--- config.mk ---
export PLATFORM = sky130hd
export DESIGN_NAME = op_fwd_mux
export DESIGN_NICKNAME = d
export VERILOG_FILES = /design/src/rtl/op_fwd_mux.sv
export SDC_FILE = /design/constraint.sdc
export NUM_CORES = 1
export LEC_CHECK = 0
export ABC_CLOCK_PERIOD_IN_PS = 2700
export BUFFER_PORTS_ARGS = -buffer_cell sky130_fd_sc_hd__buf_2
export CAP_MARGIN = 0
export CELL_PAD_IN_SITES_DETAIL_PLACEMENT = 1
export CELL_PAD_IN_SITES_GLOBAL_PLACEMENT = 1
export CORE_MARGIN = 2
export CORE_UTILIZATION = 31
export DETAILED_ROUTE_END_ITERATION = 6
export PLACE_DENSITY_LB_ADDON = 0.1
export SYNTH_ARGS = -nofsm -noshare
export SYNTH_HDL_FRONTEND = slang
export SYNTH_SLANG_ARGS = --single-unit
--- constraint.sdc ---
create_clock -name clk -period 2.7 [get_ports clk]
set_input_delay 0.135 -clock clk [delete_from_list [all_inputs] [get_ports clk]]
set_output_delay 0.135 -clock clk [all_outputs]
set_load 0.005 [all_outputs]
--- src/rtl/op_fwd_mux.sv ---
// Operand forwarding mux: picks the youngest matching producer, else the register-file value or zero.
// Latency 1 cycle on a hit, parks in WAIT while the winner is busy; holds its output while out_ready is low.
module op_fwd_mux #(
  parameter int WIDTH = 32,
  parameter int NSRC  = 4,
  parameter int TAGW  = 5
) (
  input  logic                        clk,
  input  logic                        rst,
  input  logic                        flush,
  input  logic                        in_valid,
  output logic                        in_ready,
  input  logic [1:0]                  in_cmd,
  input  logic [TAGW-1:0]             in_tag,
  input  logic [WIDTH-1:0]            in_default,
  input  logic [NSRC-1:0]             src_valid,
  input  logic [NSRC-1:0]             src_busy,
  input  logic [NSRC*TAGW-1:0]        src_tag,
  input  logic [NSRC*WIDTH-1:0]       src_data,
  output logic                        out_valid,
  input  logic                        out_ready,
  output logic [WIDTH-1:0]            out_data,
  output logic [$clog2(NSRC+1)-1:0]   out_src,
  output logic [15:0]                 stall_count
);

  localparam int SRCW = $clog2(NSRC+1);
  localparam logic [SRCW-1:0] SRC_NONE = SRCW'(NSRC);
  localparam logic [1:0] CMD_ZERO = 2'd0;
  localparam logic [1:0] CMD_FWD  = 2'd2;

  typedef enum logic [1:0] {EMPTY, WAIT, FULL} state_t;

  state_t            state, state_nxt;
  logic [1:0]        lat_cmd;
  logic [TAGW-1:0]   lat_tag;
  logic [WIDTH-1:0]  lat_dflt;

  logic [1:0]        req_cmd;
  logic [TAGW-1:0]   req_tag;
  logic [WIDTH-1:0]  req_dflt;

  logic              res_pend;
  logic              res_found;
  logic [WIDTH-1:0]  res_data;
  logic [SRCW-1:0]   res_src;

  logic              load_out;
  logic              load_lat;
  logic              stall_inc;

  // A parked request is re-resolved from its latched copy against the live sources.
  always_comb begin
    if (state == WAIT) begin
      req_cmd  = lat_cmd;
      req_tag  = lat_tag;
      req_dflt = lat_dflt;
    end else begin
      req_cmd  = in_cmd;
      req_tag  = in_tag;
      req_dflt = in_default;
    end
  end

  always_comb begin
    res_pend  = 1'b0;
    res_found = 1'b0;
    res_data  = req_dflt;
    res_src   = SRC_NONE;
    if (req_cmd == CMD_ZERO || (req_cmd == CMD_FWD && req_tag == '0)) begin
      res_data = '0;
    end else if (req_cmd == CMD_FWD) begin
      // Lowest index wins; valid beats busy at the same index.
      for (int i = 0; i < NSRC; i++) begin
        if (!res_found && src_tag[i*TAGW +: TAGW] == req_tag && (src_valid[i] || src_busy[i])) begin
          res_found = 1'b1;
          if (src_valid[i]) begin
            res_data = src_data[i*WIDTH +: WIDTH];
            res_src  = SRCW'(i);
          end else begin
            res_pend = 1'b1;
          end
        end
      end
    end
  end

  always_comb begin
    state_nxt = state;
    in_ready  = 1'b0;
    load_out  = 1'b0;
    load_lat  = 1'b0;
    stall_inc = 1'b0;
    if (rst) begin
      state_nxt = EMPTY;
    end else if (flush) begin
      state_nxt = EMPTY;
    end else begin
      case (state)
        EMPTY: begin
          in_ready = 1'b1;
          if (in_valid) begin
            state_nxt = res_pend ? WAIT : FULL;
            load_out  = !res_pend;
            load_lat  = res_pend;
          end
        end
        WAIT: begin
          stall_inc = 1'b1;
          if (!res_pend) begin
            state_nxt = FULL;
            load_out  = 1'b1;
          end
        end
        FULL: begin
          in_ready = out_ready;
          if (out_ready) begin
            if (in_valid) begin
              state_nxt = res_pend ? WAIT : FULL;
              load_out  = !res_pend;
              load_lat  = res_pend;
            end else begin
              state_nxt = EMPTY;
            end
          end
        end
        default: state_nxt = EMPTY;
      endcase
    end
  end

  always_ff @(posedge clk) begin
    if (rst) begin
      state       <= EMPTY;
      out_data    <= '0;
      out_src     <= SRC_NONE;
      stall_count <= '0;
      lat_cmd     <= '0;
      lat_tag     <= '0;
      lat_dflt    <= '0;
    end else begin
      state <= state_nxt;
      if (load_out) begin
        out_data <= res_data;
        out_src  <= res_src;
      end
      if (load_lat) begin
        lat_cmd  <= in_cmd;
        lat_tag  <= in_tag;
        lat_dflt <= in_default;
      end
      if (stall_inc && stall_count != 16'hFFFF)
        stall_count <= stall_count + 16'd1;
    end
  end

  assign out_valid = (state == FULL);

endmodule

==> metrics.md <==
| Metric | Value |
|---|---|
| Worst hold path startpoint | in_default[22] |
| Fin nets | 1293 |
| Clock Tree Root | clkbuf_16 |
| Min Tclk post-route | 2.670 ns |
| CP max stage delay | 0.46 ns |
| Crit path max fanout | 7 |
| Largest net degree at the start of global routing | 50 |
| Number of clock sinks | 92 |
| Critical Path Start | lat_tag[3] |
| Wire length on met1 | 12.58 mm |
| Initial Utilization | 31.35% |
| Yosys top cell by area | dfxtp_1 |
| Hold WC Path Type | primary input to register |
| Num ports | 253 |
| Mapped Cells | 821 |
| Setup crit end | out_data[12] |
| Ranking of synthesized cells by area | dfxtp_1 29%, mux2i_1 5.9%, nand2_1 5.3% |
| DRT Pass-1 Iters | 7 |
| Die Span Y | 146.6 um |
| Worst setup SP type | register |
| Synth Flop Type | dfxtp_1 |
| Final hold slack | 0.07045 ns |
| RSZ-0062 raised after global routing | yes |
| Top-count cell post-synth | dfxtp_1 |
| Max IR drop VDD | 0.3409 mV |
| Clk_skew | 0.01715 ns |
| Clk_lat worst skew | 0.36 ns |
| DRT iter0 DRCs | 326 |
| Period utilization | 98.89% |
| Final ANT Viol Nets | 0 |
| EDFF count, synth | 0 |
| Crit path required time | 2.96 ns |
| GRT Total Usage | 24.88% |
| Final GP Congestion | 0.8043 |
| Max_cap viols | 0 |
| DR top layer | met5 |
| # port buffers | 252 |
| DRC viols | 0 |
| Setup violations, final | 0 |
| Hold depth | 3 |
| Max stage delay cell, worst path | or3_4 |
| Cts bufs inserted | 9 |
| Power density cells | 386.3 mW/mm^2 |
| Via Count | 7491 |
| Hold-fix buffers, CTS | 0 |
| TritonCTS clock tree | yes |
| Dpl hpwl | 19.44 mm |
| Critical path type | register to register |
| CP Cell Sequence | xor2_2 > a2111oi_2 > mux2i_1 > nor4b_2 > buf_4 > nor2_2 > o211a_4 > or3_4 > o32ai_2 |
| Reg-to-reg slack, setup | 0.03 ns |
| Async set-reset flop share out of synthesis | 0% |
| RR Startpoint | lat_tag[3] |
| Overall Power | 3.653 mW |
| Die Area | 0.02149 sq mm |
| Worst reg-to-reg path cell count | 9 |
| Critical path data arrival time | 2.93 ns |
| RR Endpoint | out_data[12] |
| Lkg Pwr | 4.117 nW |
| Fin area | 0.009454 sq mm |
| CTS Buffer Depth | 2 |
| Avg Vias per Cell | 5.472 |
| Slew Viols, Final | 0 |
| Final WL | 28.49 mm |
| Multi-input logic area | 0.004566 sq mm |
| Layout cells sized above 1 | 40.84% |
| Die width | 146.6 um |
| Filler Cell Count | 2480 |
| Initial antenna violation count | 5 |
| Post-Place Cell Area | 0.008461 sq mm |
| Post-synthesis register bit count | 92 |
| Worst Max-Slew Pin Slew | 0.6055 ns |
| YS warnings | 0 |
| Mean area per synthesized cell | 7.678 sq um |
| H-tree Lvls | 3 |
| Post-synth top cells | 92 x dfxtp_1, 89 x nand2_1, 63 x clkbuf_1 |
| Syn_nets | 1022 |
| Metal3 WL | 1.387 mm |
| Vias in the first global route | 7537 |
| Post-Syn Area | 0.006304 sq mm |
| Core area | 0.02010 sq mm |
| Num rows | 52 |
| Final hold violation count | 0 |
| Share of the synthesized area in the top cell type | 29.22% |
| Avg WL per Cell | 20.81 um |
| Crit path capture type | register |
| Sequential share of the synthesized area | 29.22% |
| CTS clk-pin slew, worst paths | 0.08 ns |
| Outcome | completed |
| Peak Freq | 0.3745 GHz |
| Rel. slew slack | 59.33% |
| Global-route wire length before repair | 42.52 mm |
| Grt ovf | 0 |
| Layout overhead on the synthesized area | 49.98% |
| Seq. cell area | 0.001851 sq mm |
| Routed wl met2 | 14.04 mm |
| Unique cell type count in the Yosys netlist | 63 |
## worst min-delay path by stage
stage,endpoint,slack (ns)
6_report,lat_dflt[22],0.07
5_1_grt,lat_dflt[6],0.07
4_1_cts,lat_dflt[19],0.06
3_5_place_dp,lat_dflt[14],0.43
3_3_place_gp,lat_dflt[29],0.43
2_1_floorplan,state[1],0.31
## per-stage QoR
step | setup WS (ns) | TNS (ns) | util, % | cells
3_5_place_dp | -0.1327 | -1.878 | 42.08 | 1333
4_1_cts | -0.005812 | -0.005812 | 44.37 | 1354
5_1_grt | -0.08031 | -1.250 | 47.03 | 1369
2_1_floorplan | -0.009518 | -0.08566 | - | 821
3_3_place_gp | -0.06368 | -0.2783 | 42.08 | 1333
6_report | 0.02994 | 0 | 47.03 | 1369
## sequential cells by signal, indices dropped and copies added, names as in the netlist
signal / cells
lat_tag: 5
lat_cmd: 2
lat_dflt: 32
state: 2
stall_count: 16
out_data: 32
out_src: 3
## final cells by class
cell class,instances,area share [%]
Inverter,31,1.231
Multi-Input combinational cell,617,48.29
Sequential cell,92,19.57
Antenna cell,2,0.05294
Clock buffer,11,2.462
Tap cell,270,3.573
Clock inverter,5,1.151
Timing Repair Buffer,341,23.66
## layout by cell type (no fill, tap or decap), types with 6 or more instances in the layout
| cell | n |
|---|---|
| nor2b_1 | 16 |
| clkbuf_16 | 13 |
| a2111oi_2 | 20 |
| nor2_1 | 58 |
| o32ai_1 | 8 |
| o211ai_1 | 40 |
| nand2_1 | 89 |
| dfxtp_1 | 87 |
| o221ai_2 | 6 |
| xor2_1 | 20 |
| o221ai_1 | 27 |
| buf_4 | 62 |
| mux2i_1 | 37 |
| o21ai_0 | 37 |
| o31ai_1 | 16 |
| buf_6 | 6 |
| a211oi_1 | 13 |
| nand3_1 | 45 |
| o32ai_2 | 10 |
| buf_2 | 252 |
| and3_1 | 24 |
| a21oi_1 | 43 |
| xnor2_1 | 16 |
| buf_12 | 15 |
| inv_1 | 30 |
| a2111oi_4 | 7 |
## cells by family (layout without fill, tap and decap cells)
logic type,count (synthesis),in the layout,share of synthesized area (%)
AO/OA/AOI/OAI,263,263,30.49
XOR/XNOR,37,37,5.141
adder cells (fa/ha/maj),1,1,0.1985
buffers and inverters,115,388,7.701
flip-flops,92,92,29.22
multiplexers,39,39,6.332
other,0,2,0
AND/OR/NAND/NOR,274,277,20.92
## metal layers
layer	up-vias	track usage (%)
met5	-	0
met4	6	5.922
met3	30	4.781
met2	209	41.95
met1	3635	32.82
li1	3611	-
## worst max-delay path: cells and delay by family, from the launching register on
| family | cells | cell delay, ns |
|---|---|---|
| AND/OR/NAND/NOR | 3 | 0.85 |
| AO/OA/AOI/OAI | 3 | 0.83 |
| flip-flops | 1 | 0.36 |
| multiplexers | 1 | 0.19 |
| buffers and inverters | 1 | 0.19 |
| XOR/XNOR | 1 | 0.15 |
## where the power goes
part / total, mW / internal (mW) / switching (mW)
Clock: 1.51 / 0.914 / 0.598
Combinational: 0.742 / 0.347 / 0.395
Sequential: 1.40 / 1.38 / 0.0149
## what timing repair did
action	CTS	global route
pin swaps	7	29
gates cloned	2	6
resized for setup	22	81
setup endpoints to repair	54	75
buffers inserted	3	7
No activity file was read; power rests on OpenSTA's default activity.
